File: src/rtl/forwarding_scoreboard.sv
// N-lane operand forwarding unit: tracks in-flight destinations in a shift pipeline and
// produces age-prioritised forward selects, a load-use stall and a saturating stall counter.
module forwarding_scoreboard #(
    parameter int LANES   = 2,
    parameter int REG_AW  = 5,
    parameter int DEPTH   = 2,
    parameter int FWD_W   = $clog2(LANES*DEPTH+1),
    parameter int CNT_W   = 16,
    parameter int FIRST_W = (LANES > 1) ? $clog2(LANES) : 1
) (
    input  logic                    clk,
    input  logic                    reset_n,
    input  logic                    flush,
    input  logic [LANES-1:0]        iss_valid,
    input  logic [LANES-1:0]        iss_reg_write,
    input  logic [LANES-1:0]        iss_mem_read,
    input  logic [LANES*REG_AW-1:0] iss_rd,
    input  logic [FIRST_W-1:0]      iss_first,
    input  logic [LANES*REG_AW-1:0] ex_rs,
    input  logic [LANES*REG_AW-1:0] ex_rt,
    output logic [LANES*FWD_W-1:0]  fwd_a,
    output logic [LANES*FWD_W-1:0]  fwd_b,
    output logic                    stall,
    output logic [CNT_W-1:0]        stall_count
);

    logic [DEPTH-1:0][LANES-1:0]             v_q, v_d;
    logic [DEPTH-1:0][LANES-1:0]             w_q, w_d;
    logic [DEPTH-1:0][LANES-1:0]             m_q, m_d;
    logic [DEPTH-1:0][LANES-1:0][REG_AW-1:0] rd_q, rd_d;
    logic [DEPTH-1:0][FIRST_W-1:0]           first_q, first_d;
    logic [CNT_W-1:0]                        cnt_q, cnt_d;

    logic              stall_c;
    logic [REG_AW-1:0] src;
    logic [FWD_W-1:0]  sel;
    logic              ld;

    // Lane at age position p (0 = oldest) of a group whose oldest lane is f.
    function automatic int lane_of(input logic [FIRST_W-1:0] f, input int p);
        return (int'(f) + p) % LANES;
    endfunction

    // Scan oldest stage/lane to youngest so the last hit is the highest-priority producer.
    always_comb begin
        fwd_a   = '0;
        fwd_b   = '0;
        stall_c = 1'b0;
        src     = '0;
        sel     = '0;
        ld      = 1'b0;
        for (int l = 0; l < LANES; l++) begin
            for (int op = 0; op < 2; op++) begin
                src = (op == 0) ? ex_rs[l*REG_AW +: REG_AW] : ex_rt[l*REG_AW +: REG_AW];
                sel = '0;
                ld  = 1'b0;
                for (int k = DEPTH-1; k >= 0; k--) begin
                    for (int p = 0; p < LANES; p++) begin
                        if (src != '0 && v_q[k][lane_of(first_q[k], p)]
                            && w_q[k][lane_of(first_q[k], p)]
                            && rd_q[k][lane_of(first_q[k], p)] == src) begin
                            sel = FWD_W'(1 + k*LANES + lane_of(first_q[k], p));
                            ld  = (k == 0) && m_q[k][lane_of(first_q[k], p)];
                        end
                    end
                end
                if (op == 0) fwd_a[l*FWD_W +: FWD_W] = sel;
                else         fwd_b[l*FWD_W +: FWD_W] = sel;
                stall_c = stall_c | ld;
            end
        end
    end

    always_comb begin
        v_d     = v_q;
        w_d     = w_q;
        m_d     = m_q;
        rd_d    = rd_q;
        first_d = first_q;
        for (int k = 1; k < DEPTH; k++) begin
            v_d[k]     = v_q[k-1];
            w_d[k]     = w_q[k-1];
            m_d[k]     = m_q[k-1];
            rd_d[k]    = rd_q[k-1];
            first_d[k] = first_q[k-1];
        end
        // A stalled or flushed group enters EX/MEM as a bubble.
        v_d[0]     = (stall_c || flush) ? '0 : iss_valid;
        w_d[0]     = iss_reg_write;
        m_d[0]     = iss_mem_read;
        first_d[0] = iss_first;
        for (int l = 0; l < LANES; l++)
            rd_d[0][l] = iss_rd[l*REG_AW +: REG_AW];
        cnt_d = (stall_c && cnt_q != '1) ? cnt_q + 1'b1 : cnt_q;
    end

    always_ff @(posedge clk) begin
        if (!reset_n) begin
            v_q     <= '0;
            w_q     <= '0;
            m_q     <= '0;
            rd_q    <= '0;
            first_q <= '0;
            cnt_q   <= '0;
        end else begin
            v_q     <= v_d;
            w_q     <= w_d;
            m_q     <= m_d;
            rd_q    <= rd_d;
            first_q <= first_d;
            cnt_q   <= cnt_d;
        end
    end

    assign stall       = stall_c;
    assign stall_count = cnt_q;

endmodule

File: config.mk
export PLATFORM = sky130hd
export DESIGN_NAME = forwarding_scoreboard
export DESIGN_NICKNAME = d
export VERILOG_FILES = /design/src/rtl/forwarding_scoreboard.sv
export SDC_FILE = /design/constraint.sdc
export NUM_CORES = 1
export LEC_CHECK = 0
export CAP_MARGIN = 10
export CORE_UTILIZATION = 25
export CTS_BUF_LIST = sky130_fd_sc_hd__clkbuf_4
export DETAILED_ROUTE_END_ITERATION = 16
export DONT_BUFFER_PORTS = 1
export GPL_ROUTABILITY_DRIVEN = 1
export GPL_TIMING_DRIVEN = 0
export PLACE_DENSITY_LB_ADDON = 0.3
export SLEW_MARGIN = 5
export SYNTH_ARGS = -nofsm -noshare
export SYNTH_HDL_FRONTEND = slang
export SYNTH_SLANG_ARGS = --single-unit
export TNS_END_PERCENT = 30
File: constraint.sdc
create_clock -name clk -period 3.1 [get_ports clk]
set_clock_uncertainty 0.1 [all_clocks]
set_input_delay 0.775 -clock clk [delete_from_list [all_inputs] [get_ports clk]]
set_output_delay 0.775 -clock clk [all_outputs]
set_load 0.05 [all_outputs]
Yosys cells after proc, flatten, opt, wreduce, memory -nomap -nowiden
Cells that the tools add are included.
- magnitude comparators: 4
- reductions and logical operators: 55
- mux-type cells: 59
- add/subtract/negate cells: 6
- bitwise operators: 6
- equality and inequality tests: 17
- operator list (kind ; count):
    equality test 5 bit ; 16
    2-to-1 mux 5 bit ; 10
    logical AND 1 bit ; 49
    2-to-1 mux 3 bit ; 16
    2-to-1 mux 1 bit ; 33
    nonzero test 5 bit ; 4
    adder 16 x 1 -> 16 bit (second input constant) ; 1
    != test 16 bit (second input constant) ; 1
    less-than comparator 2 x 3 -> 1 bit (second input constant) ; 2
    less-than comparator 1 x 2 -> 1 bit (second input constant) ; 2
    adder 2 x 1 -> 3 bit (first input constant) ; 1
    adder 2 x 2 -> 3 bit (first input constant) ; 1
    adder 3 x 2 -> 3 bit (first input constant) ; 1
    OR 1 bit ; 3
    adder 1 x 1 -> 2 bit (second input constant) ; 1
    AND 1 bit (first input constant) ; 2
    OR reduction 2 bit ; 1
    adder 1 bit (second input constant) ; 1
    logical OR 1 bit ; 1
    inverter 1 bit ; 1
- flip-flop bits (word level): 48

Depth between registers and ports, before layout
Gate-level depths: netlist (run 1).
- word-level depth: 14
- mapped depth: 13

Worst setup path after synthesis (run 1)
OpenSTA, ideal clock, no wires.
- kind: input to output
- start: in ex_rt[1]
- end: out fwd_b[0]
- path slack: -0.811 ns
- buffers on the path: 1
- cell stages on the path: 8
- data required time: 2.225 ns
- arrival: 3.036 ns
- cells stage by stage: clkbuf_1 -> or4_1 -> nor2_1 -> nor3_1 -> and3_1 -> nor2_1 -> nor2_1 -> o211ai_1
- cells in the longest elaborated chain, start to end: 8
- elaborated cells on any way between the ends: 21
- ends and longest elaborated chain (element ; line ; text):
    start, declared ; 20 ; input logic [LANES*REG_AW-1:0] ex_rt,
    nonzero test 5 bit ; 59 ; if (src != '0 && v_q[k][lane_of(first_q[k], p)]
    logical AND 1 bit ; 59 ;
    logical AND 1 bit ; 60 ; && w_q[k][lane_of(first_q[k], p)]
    logical AND 1 bit ; 61 ; && rd_q[k][lane_of(first_q[k], p)] == src) begin
    2-to-1 mux 3 bit (3 in a row) ; 59 ;
    2-to-1 mux 3 bit * ; 59 ;
    end, declared ; 22 ; output logic [LANES*FWD_W-1:0] fwd_b,
Every way passes the cells marked *; elsewhere a longest branch is shown, timed or not.

Worst setup path in the final report (run 1)
Same ends and word-level chain as after synthesis.

==> run summary, run 1 <==
• **Post-layout nets** 485
• **number of antenna violations at the first check in global routing** 1
• **total of hold buffers inserted after clock tree synthesis** 0
• **clock buffers created by TritonCTS** 5
• **Starting Density** 25.75%
• **I/O Pins** 69
• **number of placed instances, taps included** 578
• **CTS tree** done
• **P_int** 0.9137 mW
• **routed vias** 2978
• **largest net degree at the start of global routing** 15
• **async set-reset flop share out of synthesis** 0%
• **commonest cells in the netlist** 58 x xnor2_1, 48 x dfxtp_1, 40 x and2_1
• **total power divided by cell area** 279.4 nW/µm²
• **Post-Route Setup TNS** -9.782 ns
• **P_sw** 0.3974 mW
• **Fmax achieved** 251.9 MHz
• **total routing resource utilization after global routing** 14.97%
• **clock-pin slew reported for the worst setup and hold paths after clock tree synthesis** 0.13 ns
• **Critical Path Most Common Cell** nor2_2
• **violations in the final reports** setup timing
• **dominant delay contributor by cell family on the critical path** simple AND/OR/NAND/NOR gates
• **clock group share of total power** 21.6%
• **CP Cell Sequence** clkbuf_8, or4_4, nor2_4, inv_1, nand4_1, and3_4, a21oi_1, nor2_2, nor2_2, o211ai_1
• **summed instance area of the synthesized netlist** 3437 µm²
• **cell type with the largest total area after synthesis** dfxtp_1
• **clk sinks** 48
• **number of pins with negative max-slew slack in the final report** 0
• **area of the die** 14220 µm²
• **combinational power share** 28.0%
• **worst slew margin relative to its limit** 26.76%
• **post-detailed-route DRC marker count** 0
• **area of the core** 13350 µm²
• **post-synth top area share** 27.96%
• **Finished Layout Cells** 622
• **Buf/Inv on CP** 2
• **floorplan die height** 119.3 µm
• **type of destination of the critical path** primary output
• **maximum vdd ir drop** 0.0001502 V
• **unrepaired setup endpoints after global routing** yes
• **routed via count divided by cell count** 4.788
• **Max Buffers Root-to-Sink** 2
• **Synth Warn #** 0
• **cell with the most instances after synthesis** xnor2_1
• **portion of the post-synthesis area used by sequential elements** 27.96%
• **clk_lat worst skew** 0.36 ns
• **count of buffers inserted at the top-level ports** 0
• **DRT Pass-1 Iters** 4
• **slew of the pin with the lowest slew margin** 1.094 ns
• **clock root cell** clkbuf_4
• **post-synthesis sequential element count** 48
• **total cell area at the placement stage** 3729 µm²
• **ranking of synthesized cells by area** dfxtp_1 28%, xnor2_1 15%, xor2_1 7.4%, and2_1 7.3%, mux2i_1 7.3%
• **area of combinational cells with multiple inputs** 2825 µm²
• **final setup violating endpoints** 29
• **synth-to-layout area growth** 36.55%
• **switching part of the total power** 30.31%
• **CP startpoint kind** primary input
• **Post-Syn Instances** 402
• **Max FO, Critical Path** 5
• **final worst hold slack** 0.4080 ns
• **number of enable-type register cells in the synthesized netlist** 0
• **Final Cycle Share** 128.0%
• **library cell contributing the largest single delay on the critical path** o211ai_1
• **cell leakage power** 1.687 nW
• **arrival time worst endpoint** 3.09 ns
• **outcome** complete, but fails checks
• **post-layout min period** 3.969 ns
• **H-Tree Depth** 2
• **path type of the worst min-delay path** reg2reg
• **vias in the first global route** 3187
• **leftover overflow at the end of global routing** 0
• **number of nets with antenna violations after detailed routing** 0
• **maximum capacitance violations** 0
• **filler cell count** 1383
• **Main synth FF type** dfxtp_1
• **post-synth net total** 443
• **number of different library cells in the post-synthesis netlist** 41
• **Detail Placement HPWL** 7806 µm
• **smallest setup slack after layout** -0.8694 ns
• **Mean Syn Cell Area** 8.550 µm²
• **Row Count** 42
• **fin area** 4693 µm²
• **layout cells sized above 1** 29.89%
• **Crit path largest cell delay** 0.87 ns
• **sequential cell fraction of total power** 50.4%
• **global-route wire length before repair** 16480 µm
• **width of the chip** 119.3 µm
• **classification of the worst setup path** in2out
• **wirelength, routed** 10450 µm
• **first-iteration detailed-routing DRC count** 109
• **placer's final routability congestion estimate** 0.8583
• **required time worst endpoint** 2.22 ns
• **endpoints failing hold** 0
• **detail-routed net length per standard cell** 16.79 µm
• **flip-flop and latch area** 965.9 µm²
-- layout by cell type (no fill, tap or decap), types with 3 or more instances in the layout --
master     n
clkbuf_1  17
nor2_1    10
clkbuf_4   6
nor4_1     3
a21oi_4    3
nand4_1   13
clkbuf_2   4
mux2_4     4
nand2b_1   8
clkbuf_8   3
buf_12     4
mux2i_1   12
dfxtp_1   46
inv_1      7
and3_1     9
a21oi_1    9
buf_4     23
xnor2_1   57
nor4_2     7
or4_4      8
buf_6      9
mux2i_4   20
xor2_1    27
nor2_4     5
and2_1    40
and3_4     9
nand2_1   18
nor3_1     6
nand3_1   12
-- stage by stage --
stage | total power, mW | setup slack (ns) | util [%]
after floorplan | 0.8761 | -0.7190 | -
after global placement | 0.9206 | -0.9576 | 27.93
after detailed placement | 0.9283 | -0.9714 | 27.93
after CTS | 1.304 | -0.8372 | 33.89
after global routing | 1.374 | -0.9723 | 35.16
final | 1.311 | -0.8694 | 35.16
-- worst register-to-register path, delay by kind of cell, from the launching register on --
family          cells  cell delay [ns]
compound gates      2             0.49
xor+xnor            2             0.35
buf+inv             5             0.65
flops               1             0.35
mux                 1             0.36
simple gates        4             0.92
-- metal layers --
metal / routed length, µm / track usage (%) / up-vias / share of wire, %
met2: 5123 / 25.91 / 89 / 49
met5: 0 / 0 / - / 0
met3: 612 / 3.640 / 16 / 5.9
met1: 4510 / 17.83 / 1423 / 43
li1: - / - / 1450 / -
met4: 199 / 5.459 / 0 / 1.9
-- worst paths after layout --
kind / startpoint / to / slack (ns) / depth (start not counted)
max: ex_rt[1] / fwd_b[0] / -0.87 / 10
min: w_d[2] / w_q[2] / 0.41 / 1
max reg2reg: first_d[1] / stall_count[0] / -0.22 / 14
min reg2reg: w_d[2] / w_q[2] / 0.41 / 1
-- power by group through the flow --
stage	logic [mW]	registers (mW)	clock network [mW]
finish	0.368	0.660	0.283
detailed placement	0.264	0.664	0
global route	0.392	0.663	0.319
floorplan	0.215	0.661	0
global placement	0.258	0.663	0
CTS	0.345	0.660	0.299
-- sequential cells by signal (all words and copies together) (netlist names) --
| name | flops |
|---|---|
| m_d | 2 |
| v_q | 2 |
| w_q | 2 |
| first_d | 1 |
| w_d | 2 |
| stall_count | 16 |
| v_d | 2 |
| first_q | 1 |
| rd_d | 10 |
| rd_q | 10 |
-- kinds of logic (layout without fill, tap and decap cells) --
logic type | count (synthesis) | in the layout | share of synthesized area [%]
AOI/OAI and AO/OA | 31 | 31 | 6.116
xor gates and xnor gates | 87 | 87 | 22.17
buffers and inverters | 40 | 83 | 4.696
adders and majority gates | 1 | 1 | 0.3640
DFF | 48 | 48 | 27.96
and+or+nand+nor | 158 | 158 | 25.96
other | 0 | 1 | 0
muxes | 37 | 37 | 12.74
-- layout make-up --
type,count,area share (%)
multi-input combinational,314,60.20
tap,176,4.692
antenna,1,0.05332
sequential,48,20.58
buffer,31,4.532
timing repair buffer,35,7.945
clock buffer,6,0.9597
clock inverter,2,0.2399
inverter,9,0.7998
-- timing repair --
item	4_1_cts	5_1_grt
buffers inserted	24	9
hold endpoints to repair	0	0
cloned	2	0
gates resized for setup	105	19
pin swaps	29	17
setup endpoints to repair	31	31
No activity file was read; power rests on OpenSTA's default activity.
==> inputs of run 2 (changes only) <==
--- a/config.mk
+++ b/config.mk
@@ -6,6 +6,7 @@
 export NUM_CORES = 1
 export LEC_CHECK = 0
 export CAP_MARGIN = 10
+export CORE_ASPECT_RATIO = 1.5
 export CORE_UTILIZATION = 25
 export CTS_BUF_LIST = sky130_fd_sc_hd__clkbuf_4
 export DETAILED_ROUTE_END_ITERATION = 16
==> run summary, run 2 (synthesized netlist as in run 1, its figures left out) <==
• **final setup violating endpoints** 23
• **cell leakage power** 1.594 nW
• **global-route wire length before repair** 16520 µm
• **area of the core** 13470 µm²
• **CP startpoint kind** primary input
• **start point of the worst min-delay path** w_d[2]
• **clk sinks** 48
• **clock root cell** clkbuf_4
• **maximum vdd ir drop** 0.0002143 V
• **required time worst endpoint** 2.22 ns
• **detailed-routing wirelength on met1** 3758 µm
• **layout cells sized above 1** 25.35%
• **first-iteration detailed-routing DRC count** 106
• **routed via count divided by cell count** 4.888
• **unrepaired setup endpoints after global routing** yes
• **I/O Pins** 69
• **maximum capacitance violations** 0
• **met3 WL post-DR** 353 µm
• **total of hold buffers inserted after clock tree synthesis** 0
• **source of the critical timing path** ex_rt[3]
• **arrival time worst endpoint** 3.21 ns
• **P_int** 0.9721 mW
• **sequential cell fraction of total power** 48.5%
• **highest routed layer** met4
• **switching part of the total power** 28.49%
• **clock group share of total power** 27.2%
• **Fmax achieved** 244.5 MHz
• **CTS tree** done
• **clock buffers created by TritonCTS** 5
• **outcome** complete, but fails checks
• **Post-layout nets** 474
• **synth-to-layout area growth** 28.87%
• **detail-routed net length per standard cell** 17.62 µm
• **commonest non-fill, non-tap cells in the layout** 58 x xnor2_1, 46 x dfxtp_1, 40 x and2_1, 29 x xor2_1, 23 x buf_4
• **total routing resource utilization after global routing** 15.16%
• **number of pins with negative max-slew slack in the final report** 0
• **violations in the final reports** DRC, setup timing
• **Starting Density** 25.52%
• **P_sw** 0.3873 mW
• **type of destination of the critical path** primary output
• **Post-Route Setup TNS** -8.037 ns
• **floorplan die height** 145.6 µm
• **combinational power share** 24.3%
• **DRT Pass-1 Iters** 10
• **post-layout min period** 4.089 ns
• **clk_lat worst skew** 0.36 ns
• **total power divided by cell area** 306.9 nW/µm²
• **number of antenna violations at the first check in global routing** 1
• **leftover overflow at the end of global routing** 0
• **number of nets with antenna violations after detailed routing** 0
• **launching point of the worst reg2reg path** first_d[1]
• **endpoints failing hold** 0
• **clock-pin slew reported for the worst setup and hold paths after clock tree synthesis** 0.14 ns
• **Detail Placement HPWL** 8120 µm
• **max reg flops** 16
• **width of the chip** 97.74 µm
• **Post-Route Utilization** 32.89%
• **wirelength, routed** 10540 µm
• **commonest non-fill, non-tap cell in the layout** xnor2_1
• **Final Cycle Share** 131.9%
• **vias in the first global route** 3123
• **Row Count** 52
• **classification of the worst setup path** in2out
• **post-detailed-route DRC marker count** 8
• **Max FO, Critical Path** 5
• **path type of the worst min-delay path** reg2reg
• **count of buffers inserted at the top-level ports** 0
• **placer's final routability congestion estimate** 0.8772
• **filler cell count** 1363
• **routed vias** 2923
• **Max Buffers Root-to-Sink** 2
• **area of the die** 14230 µm²
• **met2 WL post-DR** 6059 µm
• **smallest setup slack after layout** -0.9892 ns
• **slew of the pin with the lowest slew margin** 1.125 ns
• **worst slew margin relative to its limit** 24.66%
• **H-Tree Depth** 2
• **largest net degree at the start of global routing** 15
==> run 2: changes by cell type in the layout (fill, tap and decap cells not counted), sizes merged <==
cell,delta
buf,-11
bufinv,+1
clkinv,+1
clkinvlp,-1
diode,+1
inv,-1
==> run 2: worst paths after layout <==
kind	to	slack [ns]	cells after the start
worst max-delay path	fwd_b[1]	-0.99	10
worst min register to register	w_q[2]	0.41	1
worst min-delay path	w_q[2]	0.41	1
worst max register to register	stall_count[12]	-0.06	12
==> run 2: area by class of cell <==
class / count / area (µm²) / area share [%]
multi-input cells: 314 / 2726 / 61.55
flip-flops and latches: 48 / 965.9 / 21.81
repair buffers: 24 / 215.2 / 4.859
well taps: 162 / 202.7 / 4.576
plain buffers: 31 / 198.9 / 4.492
clock buffers: 6 / 45.04 / 1.017
clock inverters: 2 / 35.03 / 0.7910
inverters: 9 / 35.03 / 0.7910
diodes: 2 / 5.005 / 0.1130
==> run 2: critical path, cell delays in order <==
cell and delay, ns:
buf_1 0.17, or4_4 0.53, nor2_4 0.12, inv_1 0.05, nand4_1 0.17, and3_4 0.22, a21oi_1 0.06, nor2_1 0.17
nor2_2 0.06, o211ai_1 0.89
==> run 2: power by group through the flow <==
stage / clock, mW / combinational [mW] / sequential (mW)
finish: 0.370 / 0.330 / 0.659
global route: 0.403 / 0.353 / 0.662
CTS: 0.392 / 0.321 / 0.659
detailed placement: 0 / 0.264 / 0.664
global placement: 0 / 0.259 / 0.663
floorplan: 0 / 0.215 / 0.661
==> run 2: metrics by stage <==
stage / setup slack (ns) / hold slack (ns) / total power [mW] / instances / cell area [µm²]
after CTS: -0.9684 / 0.4003 / 1.371 / 592 / 4347
after global placement: -1.135 / 0.3640 / 0.9226 / 564 / 3711
final: -0.9892 / 0.4143 / 1.359 / 598 / 4429
after global routing: -1.087 / 0.4145 / 1.417 / 597 / 4427
after detailed placement: -1.107 / 0.3784 / 0.9284 / 564 / 3711
after floorplan: -0.7190 / 0.3458 / 0.8761 / 402 / 3508
==> run 2: routing by layer <==
layer | track usage [%] | vias to the layer above
li1 | - | 1438
met1 | 14.26 | 1399
met2 | 30.71 | 66
met3 | 2.305 | 20
met4 | 7.803 | 0
met5 | 0 | -
==> run 2: what timing repair did <==
item                                    in CTS  in global routing
cloned                                       2                  0
buffers inserted                            18                  4
pin swaps                                   22                 14
endpoints found under the setup margin      31                 31
resized for setup                           82                 11
==> inputs of run 3 (changes only) <==
==> constraint.sdc (replaced) <==
create_clock -name clk -period 5.16 [get_ports clk]
set_clock_uncertainty 0.1 [all_clocks]
set_input_delay 1.29 -clock clk [delete_from_list [all_inputs] [get_ports clk]]
set_output_delay 1.29 -clock clk [all_outputs]
set_load 0.05 [all_outputs]
==> run summary, run 3 (synthesized netlist as in run 1, its figures left out) <==
• **DRT Pass-1 Iters** 10
• **Fmax achieved** 197.4 MHz
• **Buf/Inv on CP** 1
• **first-iteration detailed-routing DRC count** 74
• **H-Tree Depth** 2
• **commonest non-fill, non-tap cell in the layout** xnor2_1
• **switching part of the total power** 29.98%
• **I/O Pins** 69
• **library cell contributing the largest single delay on the critical path** o211ai_1
• **Final Cycle Share** 98.19%
• **synth-to-layout area growth** 10.81%
• **Detail Placement HPWL** 8006 µm
• **unrepaired setup endpoints after global routing** no
• **final setup violating endpoints** 0
• **area of the core** 13470 µm²
• **clock-pin slew reported for the worst setup and hold paths after clock tree synthesis** 0.13 ns
• **violations in the final reports** DRC
• **routed vias** 2783
• **required time worst endpoint** 3.77 ns
• **layout cells sized above 1** 11.95%
• **sequential cell fraction of total power** 54.1%
• **Row Count** 52
• **CP Cell Sequence** buf_6, or4_4, nor2_4, nor3_1, and3_1, nor2_2, nor2_1, o211ai_1
• **placer's final routability congestion estimate** 0.9379
• **classification of the worst setup path** in2out
• **total power divided by cell area** 191.1 nW/µm²
• **Max FO, Critical Path** 5
• **launching point of the worst reg2reg path** first_d[1]
• **post-detailed-route DRC marker count** 4
• **largest net degree at the start of global routing** 15
• **maximum vdd ir drop** 0.0001274 V
• **outcome** complete, but fails checks
• **width of the chip** 97.74 µm
• **global-route wire length before repair** 15300 µm
• **clock group share of total power** 24.3%
• **vias in the first global route** 2905
• **number of pins with negative max-slew slack in the final report** 0
• **smallest setup slack after layout** 0.09361 ns
• **Crit path largest cell delay** 0.91 ns
• **Post-Route Utilization** 28.28%
• **number of antenna violations at the first check in global routing** 1
• **final worst hold slack** 0.3936 ns
• **CTS tree** done
• **dominant delay contributor by cell family on the critical path** simple AND/OR/NAND/NOR gates
• **P_sw** 0.2182 mW
• **area of the die** 14230 µm²
• **maximum capacitance violations** 0
• **worst slew margin relative to its limit** 24.00%
• **detail-routed net length per standard cell** 17.26 µm
• **wirelength, routed** 9891 µm
• **path type of the worst min-delay path** reg2reg
• **arrival time worst endpoint** 3.68 ns
• **post-layout min period** 5.066 ns
• **leftover overflow at the end of global routing** 0
• **CP startpoint kind** primary input
• **clk sinks** 48
• **number of nets with antenna violations after detailed routing** 0
• **sum of internal, switching and leakage power** 0.7279 mW
• **clock buffers created by TritonCTS** 5
• **floorplan die height** 145.6 µm
• **clock root cell** clkbuf_4
• **endpoints failing hold** 0
• **P_int** 0.5097 mW
• **source of the critical timing path** ex_rt[3]
• **combinational power share** 21.6%
• **Max Buffers Root-to-Sink** 2
• **start point of the worst min-delay path** w_d[2]
• **count of buffers inserted at the top-level ports** 0
• **Starting Density** 25.52%
• **total routing resource utilization after global routing** 14.07%
• **Placement Setup Slack** -0.09845 ns
• **clk_lat worst skew** 0.38 ns
• **Post-layout nets** 450
• **max reg flops** 16
• **slew of the pin with the lowest slew margin** 1.135 ns
• **commonest non-fill, non-tap cells in the layout** 58 x xnor2_1, 47 x dfxtp_1, 40 x and2_1, 29 x xor2_1, 20 x clkbuf_1
• **routed via count divided by cell count** 4.857
• **cell leakage power** 1.408 nW
• **type of destination of the critical path** primary output
run 3: cell count changes in the layout (fill, tap and decap cells not counted), sizes merged:
cell      delta
diode        -1
clkinvlp     +1
buf         -19
clkbuf       -4
bufinv       -1
bufbuf       -1
run 3: timing repair:
item,CTS,global route
cloned,0,0
endpoints found under the setup margin,4,9
pin swaps,0,6
resized for setup,2,38
buffers inserted,0,1
hold buffers,0,0
run 3: per-stage QoR:
step                setup TNS (ns)  cells  instance area [µm²]
finish                           0    573                 3809
global route                     0    573                 3809
CTS                        -0.2747    572                 3704
detailed placement         -0.3746    564                 3640
global placement           -0.3468    564                 3640
floorplan                        0    402                 3437
run 3: layout make-up:
cell class                 count  area (µm²)
fill                        1422        9659
timing repair buffer           1       7.507
tap                          162       202.7
multi-input combinational    314        2399
sequential                    48       962.2
clock inverter                 2       11.26
antenna                        1       2.502
buffer                        30       145.1
clock buffer                   6       45.04
inverter                       9       33.78
run 3: worst paths after layout:
| kind | end | slack, ns | cells past startpoint |
|---|---|---|---|
| min reg2reg | w_q[2] | 0.39 | 1 |
| max reg2reg | v_d[3] | 1.60 | 10 |
| max | fwd_b[0] | 0.09 | 8 |
| min | w_q[2] | 0.39 | 1 |
run 3: per-layer routing:
| layer | part of all wire, % | global-route usage (%) |
|---|---|---|
| met3 | 3.9 | 2.354 |
| met4 | 3.3 | 7.348 |
| met2 | 56 | 27.80 |
| met1 | 36 | 13.65 |
| met5 | 0 | 0 |
run 3: power by group through the flow:
stage | clock network, mW | logic [mW] | registers (mW)
3_5_place_dp | 0 | 0.153 | 0.399
4_1_cts | 0.185 | 0.154 | 0.391
2_1_floorplan | 0 | 0.125 | 0.397
3_3_place_gp | 0 | 0.151 | 0.399
6_report | 0.177 | 0.157 | 0.394
5_1_grt | 0.198 | 0.170 | 0.396
